**config.mk**
```make
export PLATFORM = sky130hd
export DESIGN_NAME = process_scheduler
export DESIGN_NICKNAME = d
export VERILOG_FILES = /design/src/rtl/sched_pkg.sv /design/src/rtl/sched_rr_arbiter.sv /design/src/rtl/process_scheduler.sv
export SDC_FILE = /design/constraint.sdc
export NUM_CORES = 1
export LEC_CHECK = 0
export ABC_AREA = 1
export BUFFER_PORTS_ARGS = -buffer_cell sky130_fd_sc_hd__buf_4
export CORE_AREA = 3 3 144 146
export CTS_CLUSTER_DIAMETER = 150
export DETAILED_ROUTE_END_ITERATION = 8
export DIE_AREA = 0 0 147 149
export PLACE_DENSITY_LB_ADDON = 0.3
export SYNTH_ARGS = -nofsm -noshare
export SYNTH_HDL_FRONTEND = slang
export SYNTH_SLANG_ARGS = --single-unit
```
**constraint.sdc**
```tcl
create_clock -name CLK -period 7.3 [get_ports CLK]
set_input_delay 1.46 -clock CLK [delete_from_list [all_inputs] [get_ports CLK]]
set_output_delay 1.46 -clock CLK [all_outputs]
set_load 0.03 [all_outputs]
```
**src/rtl/sched_pkg.sv**
```systemverilog
// Shared types and default sizing for the round-robin process scheduler.
// Latency: n/a (types and constants only).
// Backpressure: n/a.
package sched_pkg;

  localparam int NPROC_DEF = 4;
  localparam int AW_DEF    = 32;

  // Scheduler control FSM
  typedef enum logic [2:0] {
    IDLE,
    RUN,
    SAVE,
    PICK,
    ISSUE
  } fsm_t;

  // Per-slot lifecycle
  typedef enum logic [1:0] {
    EMPTY,
    READY,
    RUNNING,
    DONE
  } slot_st_t;

endpackage

```
**src/rtl/sched_rr_arbiter.sv**
```systemverilog
// Round-robin pick of the next READY slot, starting after cur_i, cur_i itself last.
// Latency: combinational; the result is registered by the scheduler's PICK state.
// Backpressure: none.
// Ports: ready_i (READY vector), cur_i (current slot) -> found_o, grant_o (granted index).
module sched_rr_arbiter
  import sched_pkg::*;
#(
  parameter  int NPROC = NPROC_DEF,
  localparam int SW    = $clog2(NPROC)
) (
  input  logic [NPROC-1:0] ready_i,
  input  logic [SW-1:0]    cur_i,
  output logic             found_o,
  output logic [SW-1:0]    grant_o
);

  logic [SW-1:0] idx;

  // Walk from the farthest candidate (cur_i itself) towards the nearest
  // (cur_i+1) so the nearest READY slot is the last one to overwrite grant_o.
  always_comb begin
    found_o = 1'b0;
    grant_o = '0;
    idx     = '0;
    for (int k = NPROC; k >= 1; k--) begin
      idx = SW'((int'(cur_i) + k) % NPROC);
      if (ready_i[idx]) begin
        found_o = 1'b1;
        grant_o = idx;
      end
    end
  end

endmodule

```
**src/rtl/process_scheduler.sv**
```systemverilog
// Round-robin process scheduler: saves the interrupted PC and dispatches the next READY slot.
// Latency: ContextChangeBack rising edge (or load from IDLE) to next_valid pulse is 3 cycles.
// Backpressure: none; next_valid is a one-cycle pulse, loads are accepted in every state.
// Ports: CLK, reset (sync, active-high); ContextChangeBack/EndProcess/savedLine from the PC;
//        load_valid/load_slot/load_addr register a process; next_valid/next_addr/cur_slot
//        dispatch output; idle when nothing is READY or RUNNING.
// Build option SCHED_STATS_EN: per-slot 16-bit saturating dispatch counters read
//        combinationally through stat_slot/stat_count.
module process_scheduler
  import sched_pkg::*;
#(
  parameter  int NPROC = NPROC_DEF,
  parameter  int AW    = AW_DEF,
  localparam int SW    = $clog2(NPROC)
) (
  input  logic          CLK,
  input  logic          reset,
  input  logic          ContextChangeBack,
  input  logic          EndProcess,
  input  logic [AW-1:0] savedLine,
  input  logic          load_valid,
  input  logic [SW-1:0] load_slot,
  input  logic [AW-1:0] load_addr,
`ifdef SCHED_STATS_EN
  input  logic [SW-1:0] stat_slot,
  output logic [15:0]   stat_count,
`endif
  output logic          next_valid,
  output logic [AW-1:0] next_addr,
  output logic [SW-1:0] cur_slot,
  output logic          idle
);

  fsm_t           state_q, state_d;
  logic           ccb_q;
  logic           end_q;
  logic [AW-1:0]  saved_q;
  logic [SW-1:0]  cur_q;
  slot_st_t       st_q [NPROC];
  logic [AW-1:0]  pc_q [NPROC];
  logic           next_valid_q;
  logic [AW-1:0]  next_addr_q;

  logic             ccb_rise;
  logic [NPROC-1:0] ready_vec;
  logic [NPROC-1:0] load_hit;
  logic             arb_found;
  logic [SW-1:0]    arb_grant;

  assign ccb_rise = ContextChangeBack & ~ccb_q;

  // A load only lands on a free slot; a RUNNING slot (including one being
  // saved this cycle) or a READY slot keeps its contents.
  always_comb begin
    ready_vec = '0;
    load_hit  = '0;
    for (int i = 0; i < NPROC; i++) begin
      ready_vec[i] = (st_q[i] == READY);
      load_hit[i]  = load_valid && (load_slot == SW'(i)) &&
                     ((st_q[i] == EMPTY) || (st_q[i] == DONE));
    end
  end

  sched_rr_arbiter #(.NPROC(NPROC)) u_arb (
    .ready_i (ready_vec),
    .cur_i   (cur_q),
    .found_o (arb_found),
    .grant_o (arb_grant)
  );

  always_ff @(posedge CLK) begin
    if (reset) state_q <= IDLE;
    else       state_q <= state_d;
  end

  always_comb begin
    state_d = state_q;
    unique case (state_q)
      IDLE:    if (|ready_vec) state_d = PICK;
      RUN:     if (ccb_rise)   state_d = SAVE;
      SAVE:    state_d = PICK;
      PICK:    state_d = arb_found ? ISSUE : IDLE;
      ISSUE:   state_d = RUN;
      default: state_d = IDLE;
    endcase
  end

  always_ff @(posedge CLK) begin
    if (reset) begin
      ccb_q        <= 1'b0;
      end_q        <= 1'b0;
      saved_q      <= '0;
      cur_q        <= '0;
      next_valid_q <= 1'b0;
      next_addr_q  <= '0;
      for (int i = 0; i < NPROC; i++) begin
        st_q[i] <= EMPTY;
        pc_q[i] <= '0;
      end
    end else begin
      ccb_q        <= ContextChangeBack;
      next_valid_q <= 1'b0;
      // EndProcess and savedLine belong to the edge that ended the quantum.
      if ((state_q == RUN) && ccb_rise) begin
        end_q   <= EndProcess;
        saved_q <= savedLine;
      end
      for (int i = 0; i < NPROC; i++) begin
        if ((state_q == SAVE) && (cur_q == SW'(i))) begin
          if (end_q) begin
            st_q[i] <= DONE;
          end else begin
            st_q[i] <= READY;
            pc_q[i] <= saved_q;
          end
        end else if ((state_q == PICK) && arb_found && (arb_grant == SW'(i))) begin
          st_q[i] <= RUNNING;
        end else if (load_hit[i]) begin
          st_q[i] <= READY;
          pc_q[i] <= load_addr;
        end
      end
      if ((state_q == PICK) && arb_found) cur_q <= arb_grant;
      if (state_q == ISSUE) begin
        next_valid_q <= 1'b1;
        next_addr_q  <= pc_q[cur_q];
      end
    end
  end

`ifdef SCHED_STATS_EN
  logic [15:0] cnt_q [NPROC];

  always_ff @(posedge CLK) begin
    if (reset) begin
      for (int i = 0; i < NPROC; i++) cnt_q[i] <= '0;
    end else begin
      for (int i = 0; i < NPROC; i++) begin
        if (load_hit[i]) begin
          cnt_q[i] <= '0;
        end else if ((state_q == ISSUE) && (cur_q == SW'(i)) && (cnt_q[i] != 16'hFFFF)) begin
          cnt_q[i] <= cnt_q[i] + 16'd1;
        end
      end
    end
  end

  assign stat_count = cnt_q[stat_slot];
`endif

  assign next_valid = next_valid_q;
  assign next_addr  = next_addr_q;
  assign cur_slot   = cur_q;
  assign idle       = (state_q == IDLE);

endmodule

```
==> results of run 1 <==
-- worst paths after layout --
path                                    end  slack [ns]  cells past startpoint
worst max register to register   pc_q[1][0]        3.51                     12
worst min-delay path            saved_q[26]        0.52                      2
worst min register to register  saved_q[26]        0.52                      2
worst max-delay path             pc_q[1][0]        3.41                      7
-- worst min-delay path, cell delays in order (launching register included) --
cell and delay [ns]:
dfxtp_1 0.31, inv_1 0.10, a21oi_1 0.07
-- per-layer routing --
metal | up-vias | GRT usage (%) | share of wire (%)
met5 | - | 0 | 0
met3 | 85 | 3.98 | 9.6
met2 | 465 | 40.0 | 49
met1 | 3721 | 29.8 | 39
met4 | 0 | 8.53 | 3.2
li1 | 3883 | - | -
-- cell usage after synthesis, drive strengths merged (2+ instances only) --
cell / instances / share of area, %
nand4: 8 / 0.64
edfxtp: 136 / 42
dfxtp: 72 / 15
nand2: 85 / 3.6
ha: 12 / 1.5
a21oi: 66 / 3.5
inv: 163 / 6.3
o21ai: 234 / 12
nor3: 2 / 0.10
clkbuf: 54 / 2.1
o22ai: 65 / 4.2
buf: 20 / 1.4
nor2: 91 / 3.6
nand3: 76 / 4.0
-- power breakdown --
part           leakage, nW  internal [mW]  switching, mW
registers             2.00           1.39         0.0437
logic                 2.28          0.158          0.368
clock network        0.376          0.712          0.449
total                 4.65           2.26          0.861
-- logic make-up (layout without fill, tap and decap cells) --
| family | Yosys count | after routing |
|---|---|---|
| buf+inv | 238 | 323 |
| simple gates | 263 | 263 |
| fa+ha+maj | 12 | 12 |
| compound gates | 367 | 367 |
| flops | 208 | 208 |
-- layout make-up --
| class | instances | area (sq um) |
|---|---|---|
| Sequential cell | 208 | 5530 |
| Inverter | 164 | 618 |
| Clock buffer | 30 | 632 |
| Tap cell | 265 | 332 |
| Fill cell | 1778 | 8120 |
| Multi-Input combinational cell | 642 | 3290 |
| Timing Repair Buffer | 118 | 886 |
| Clock inverter | 11 | 126 |
-- through the flow --
| step | instances | setup slack [ns] | cell area, sq um | power [mW] |
|---|---|---|---|---|
| 2_1_floorplan | 1088 | 2.43 | 9730 | 1.79 |
| 3_3_place_gp | 1397 | 3.00 | 10700 | 1.95 |
| 3_5_place_dp | 1397 | 2.94 | 10700 | 1.97 |
| 4_1_cts | 1438 | 3.46 | 11400 | 3.12 |
| 5_1_grt | 1438 | 3.29 | 11400 | 3.24 |
| 6_report | 1438 | 3.41 | 11400 | 3.12 |
-- flip-flops by register name, summed over array words and instances (netlist names) --
| register | count |
|---|---|
| pc_q | 128 |
| next_addr | 32 |
| saved_q | 32 |
| st_q | 8 |
| state_q | 3 |
| cur_slot | 2 |
| ccb_q | 1 |
| end_q | 1 |
| next_valid | 1 |
-- placed cells by master (no fill, tap or decap), types with 4 or more instances in the layout --
cell type,Yosys,final
inv_2,3,4
dfxtp_1,72,71
o21ai_1,58,58
clkbuf_16,0,23
o21ai_0,176,174
nand2_1,78,76
clkinv_1,1,4
a21oi_1,65,65
nand3_1,75,74
buf_4,3,118
nor2_1,89,86
clkinv_2,0,5
edfxtp_1,136,136
ha_1,12,12
clkbuf_1,54,4
nand4_1,6,6
nor2_2,1,4
o22ai_1,65,65
inv_1,159,158
nand2_2,5,7
==> impl_results.md, run 1 <==
- Status: complete, no violations
- Final TNS setup: 0 ns
- Pwr Density: 273 mW/mm^2
- Initial Utilization: 49.8%
- # H-tree levels: 1
- Layout Nets: 1,240
- Cell Rows: 51
- Syn Inst Count: 1,088
- Inserted Clock Buffers: 23
- Worst setup startpoint: reset
- Crit-path cells: buf_4 -> clkinv_1 -> buf_4 -> nand2_1 -> nor3_1 -> nand2_4 -> nand3_2
- Yosys cell types: 31
- Drt pass-1 iters: 6
- Clock Latency Late Sink: 0.50 ns
- GRT Util Overall: 23.3%
- Post-CTS sizing: 0
- Vias: 8,154
- Simple-gate share of the synthesized area: 12.0%
- I/O Buffers: 106
- Vias per cell: 5.67
- Post-synth EDFFs: 136
- CP bufs+invs: 3
- Synth Warn #: 0
- HPWL Detailed: 15,600 microns
- Top FF cell, synth: edfxtp_1
- Slowest CP cell: nand3_2
- Compound-gate portion of the synthesized area: 19.9%
- CTS tree: built
- Slew Limit Headroom: 19.2%
- Mux share of post-synthesis cell area: 0%
- Min-delay src: saved_q[26]
- Reg-to-Reg Start: cur_slot[0]
- Min-Delay Path Class: flop to flop
- RSZ-0062 raised after global routing: no
- I/O pin count: 107
- Top delay family on crit path: simple AND/OR/NAND/NOR gates
- Worst EP required: 7.24 ns
- Gr ovfl total: 0
- Synth Area in XOR/XNOR: 0%
- Post-layout minimum cycle time: 3.89 ns
- Drt initial violations: 680
- Clk slew on worst S/H paths: 0.06 ns
- Clock sink count: 208
- Share of cells above drive strength 1: 15.3%
- Worst vdd ir: 165 uV
- Crit path max fanout: 45
- Max incr delay on CP: 0.86 ns
- Area growth, synth to finish: 17.3%
- Post-CTS setup buffer count: 0
- Drt wl/cell: 18.1 microns
- Largest family of logic cells by synthesized area: compound AO/OA/AOI/OAI gates
- Synthesized flop and latch total: 208
- Initial antenna violation count: 0
- Clock Skew: 0.0134 ns
- F_max: 0.257 GHz
- Largest net degree at the start of global routing: 74
- Slew @ Worst Pin: 1.21 ns
- Area share of fa/ha/maj cells after synthesis: 1.54%
- Vias in the first global route: 7,770
- ANT nets after route: 0
- Drt total wl: 26,000 microns
- Tcrit/Tclk final: 53.2%
- Type of the worst setup path: primary input to flop
- Cell Area, Synth: 0.00973 sq mm
- Clock Path Buffers: 3
- Leak: 4.65 nW
- Hold WS: 0.520 ns
- Setup violators final: 0
- Die Area: 0.0219 sq mm
- Die H: 149 microns
- Pins Over Slew Limit: 0
- Worst Setup End Kind: flop
- Arrival time at the worst endpoint: 3.82 ns
- Post-detailed-route DRC marker count: 0
- RD Place Congestion: 0.874
- Async S/R FF share, synth: 0%
- Global-route wire length before repair: 40,600 microns
- Die extent in x: 147 microns
- Final Core Density: 58.4%
- Area of the core: 0.0195 sq mm
- Syn_area_per_cell: 8.94 sq um
- Mapped Nets: 1,171
- N_diodes: 0
- Crit-path most repeated cell: buf_4
- Hold Buf Count CTS: 0
- Root Buffer: clkbuf_16
- Max Cap Viol: 0
- CP Launch Type: primary input
- Sequential share of the synthesized area: 56.8%
- Final Hold Fails: 0
Note: power is estimated with default switching activity, not from simulation.
==> run 2: changes to the inputs <==
==> constraint.sdc (replaced) <==
create_clock -name CLK -period 3.5 [get_ports CLK]
set_input_delay 0.7 -clock CLK [delete_from_list [all_inputs] [get_ports CLK]]
set_output_delay 0.7 -clock CLK [all_outputs]
set_load 0.03 [all_outputs]
==> run 2 against run 1 <==
Against the previous run: sequential share of layout area shrank 0.21 points; cell area is 0.43% higher; final cell count increased by 0.83%; sequential power rose by 110%; die area is the same; clock power grew 97%; largest cell class unchanged; highest routed layer unchanged.
==> impl_results.md, run 2 (synthesis gave the netlist of run 1 again) <==
- Area of the core: 0.0195 sq mm (unchanged)
- Pwr Density: 558 mW/mm^2 (was 273 mW/mm^2)
- RD Place Congestion: 0.875 (was 0.874)
- Cells on worst reg2reg path: 12 (unchanged)
- Status: complete, no violations (unchanged)
- Worst setup startpoint: cur_slot[1] (was reset)
- Vias per cell: 5.60 (was 5.67)
- Clock Latency Late Sink: 0.52 ns (was 0.50 ns)
- Top reg by flops: pc_q (unchanged)
- Final Core Density: 58.7% (was 58.4%)
- Drt wl/cell: 18.5 microns (was 18.1 microns)
- Vias in the first global route: 7,821 (was 7,770)
- Post-detailed-route DRC marker count: 0 (unchanged)
- Post-layout minimum cycle time: 2.99 ns
- Largest net degree at the start of global routing: 69 (was 74)
- Vias: 8,115 (was 8,154)
- GRT Util Overall: 23.9% (was 23.3%)
- Critical Path Sink: pc_q[1][24] (was pc_q[1][0])
- Die H: 149 microns (unchanged)
- HPWL Detailed: 15,700 microns (was 15,600 microns)
- Worst EP required: 3.45 ns (was 7.24 ns)
- Max Cap Viol: 0 (unchanged)
- Die extent in x: 147 microns (unchanged)
- F_max: 0.335 GHz
- Die Area: 0.0219 sq mm (unchanged)
- I/O Buffers: 106 (unchanged)
- Drt total wl: 26,800 microns (was 26,000 microns)
- Tcrit/Tclk final: 85.3%
- Layout Nets: 1,252 (was 1,240)
- Drt initial violations: 750 (was 680)
- Slew Limit Headroom: 23.4% (was 19.2%)
- Gr ovfl total: 0 (unchanged)
- Setup violators final: 0 (unchanged)
- Max reg flops: 128 (unchanged)
- Pwr Total: 6.40 mW (was 3.12 mW)
- Final TNS setup: 0 ns (unchanged)
- Root Buffer: clkbuf_16 (unchanged)
- N_diodes: 0 (unchanged)
- Area growth, synth to finish: 17.8% (was 17.3%)
- Share of cells above drive strength 1: 15.9% (was 15.3%)
- Initial antenna violation count: 0 (unchanged)
- Crit path max fanout: 32 (was 45)
- Min-Delay Path Class: primary input to flop (was flop to flop)
- Hold Buf Count CTS: 0 (unchanged)
- Clock sink count: 208 (unchanged)
- Hold WS: 0.425 ns (was 0.520 ns)
- Clock Skew: 0.0205 ns (was 0.0134 ns)
- Commonest cells after routing, fill and taps aside: 174 x o21ai_0, 158 x inv_1, 136 x edfxtp_1 (unchanged)
- Clk slew on worst S/H paths: 0.06 ns (about the same)
- Clock Path Buffers: 3 (unchanged)
- Cell Rows: 51 (unchanged)
- Drt pass-1 iters: 5 (was 6)
- CTS tree: built (unchanged)
- I/O pin count: 107 (unchanged)
- Post-CTS sizing: 0 (unchanged)
- Post-CTS setup buffer count: 0 (unchanged)
- R2R setup slack: 0.51 ns (was 3.51 ns)
- Arrival time at the worst endpoint: 2.93 ns (was 3.82 ns)
- ANT nets after route: 0 (unchanged)
- Initial Utilization: 49.8% (unchanged)
- Reg-to-Reg Start: cur_slot[1] (was cur_slot[0])
- Most common cell after layout, fill and taps aside: o21ai_0 (unchanged)
- Inserted Clock Buffers: 23 (unchanged)
- CP Launch Type: flop (was primary input)
- Leak: 4.68 nW (was 4.65 nW)
- # H-tree levels: 1 (unchanged)
- Type of the worst setup path: flop to flop (was primary input to flop)
- FF-to-FF End: pc_q[1][24] (was pc_q[1][0])
- Worst Setup End Kind: flop (unchanged)
- Slew @ Worst Pin: 1.14 ns (was 1.21 ns)
- RSZ-0062 raised after global routing: no (unchanged)
- Global-route wire length before repair: 41,600 microns (was 40,600 microns)
- Worst vdd ir: 323 uV (was 165 uV)
- Final Hold Fails: 0 (unchanged)
- Pins Over Slew Limit: 0 (unchanged)
[run 2: cell types whose count changed in the layout (fill, tap and decap cells not counted)]
cell       before  now
inv_6           0    2
clkbuf_1        4    9
nor2_4          1    4
clkinv_2        5    2
bufinv_16       3    1
nor2_2          4    1
buf_4         118  130
clkinv_1        4    3
clkbuf_8        3    2
[run 2: through the flow]
step,instance area (sq um),setup WS (ns),cells
2_1_floorplan,9740,0.0540,1088
3_3_place_gp,10800,0.580,1409
3_5_place_dp,10800,0.487,1409
4_1_cts,11500,0.478,1450
5_1_grt,11500,0.285,1450
6_report,11500,0.514,1450
[run 2: layout make-up]
| type | count | area [sq um] |
|---|---|---|
| multi-input combinational | 642 | 3310 |
| sequential | 208 | 5530 |
| inverter | 164 | 618 |
| clock inverter | 7 | 65.1 |
| tap | 265 | 332 |
| fill | 1729 | 8070 |
| clock buffer | 34 | 637 |
| timing repair buffer | 130 | 976 |
[run 2: power by group]
group          switching [mW]  leakage, nW  internal [mW]  total, mW
logic                   0.784         2.33          0.348       1.13
registers              0.0863         2.00           2.89       2.97
clock network           0.956        0.343           1.33       2.29
total                    1.83         4.68           4.57       6.40
[run 2: how the worst min path moves through the flow]
stage	start	to	depth (start not counted)
floorplan	saved_q[0]	saved_q[0]	2
global placement	saved_q[1]	saved_q[1]	2
detailed placement	saved_q[25]	saved_q[25]	2
CTS	ContextChangeBack	ccb_q	3
global route	EndProcess	end_q	3
finish	ContextChangeBack	ccb_q	3
[run 2: worst max-delay path: stages (launching register included)]
cell,delay (ns)
dfxtp_1,0.32
inv_2,0.24
ha_1,0.33
inv_1,0.10
nand3_1,0.10
nand2_1,0.08
inv_1,0.06
nand2_1,0.08
nand2_2,0.08
nand2_2,0.15
nand2_2,0.09
nand2_4,0.07
nand3_2,0.73
[run 2: per-layer routing]
layer  GRT usage [%]  part of all wire, %  up-vias  routed length (microns)
li1                -                    -     3905                        -
met1            30.4                   39     3719                    10400
met2            41.9                   49      429                    13100
met3            3.80                  9.6       62                     2580
met4            7.83                  2.6        0                      697
met5               0                    0        -                        0
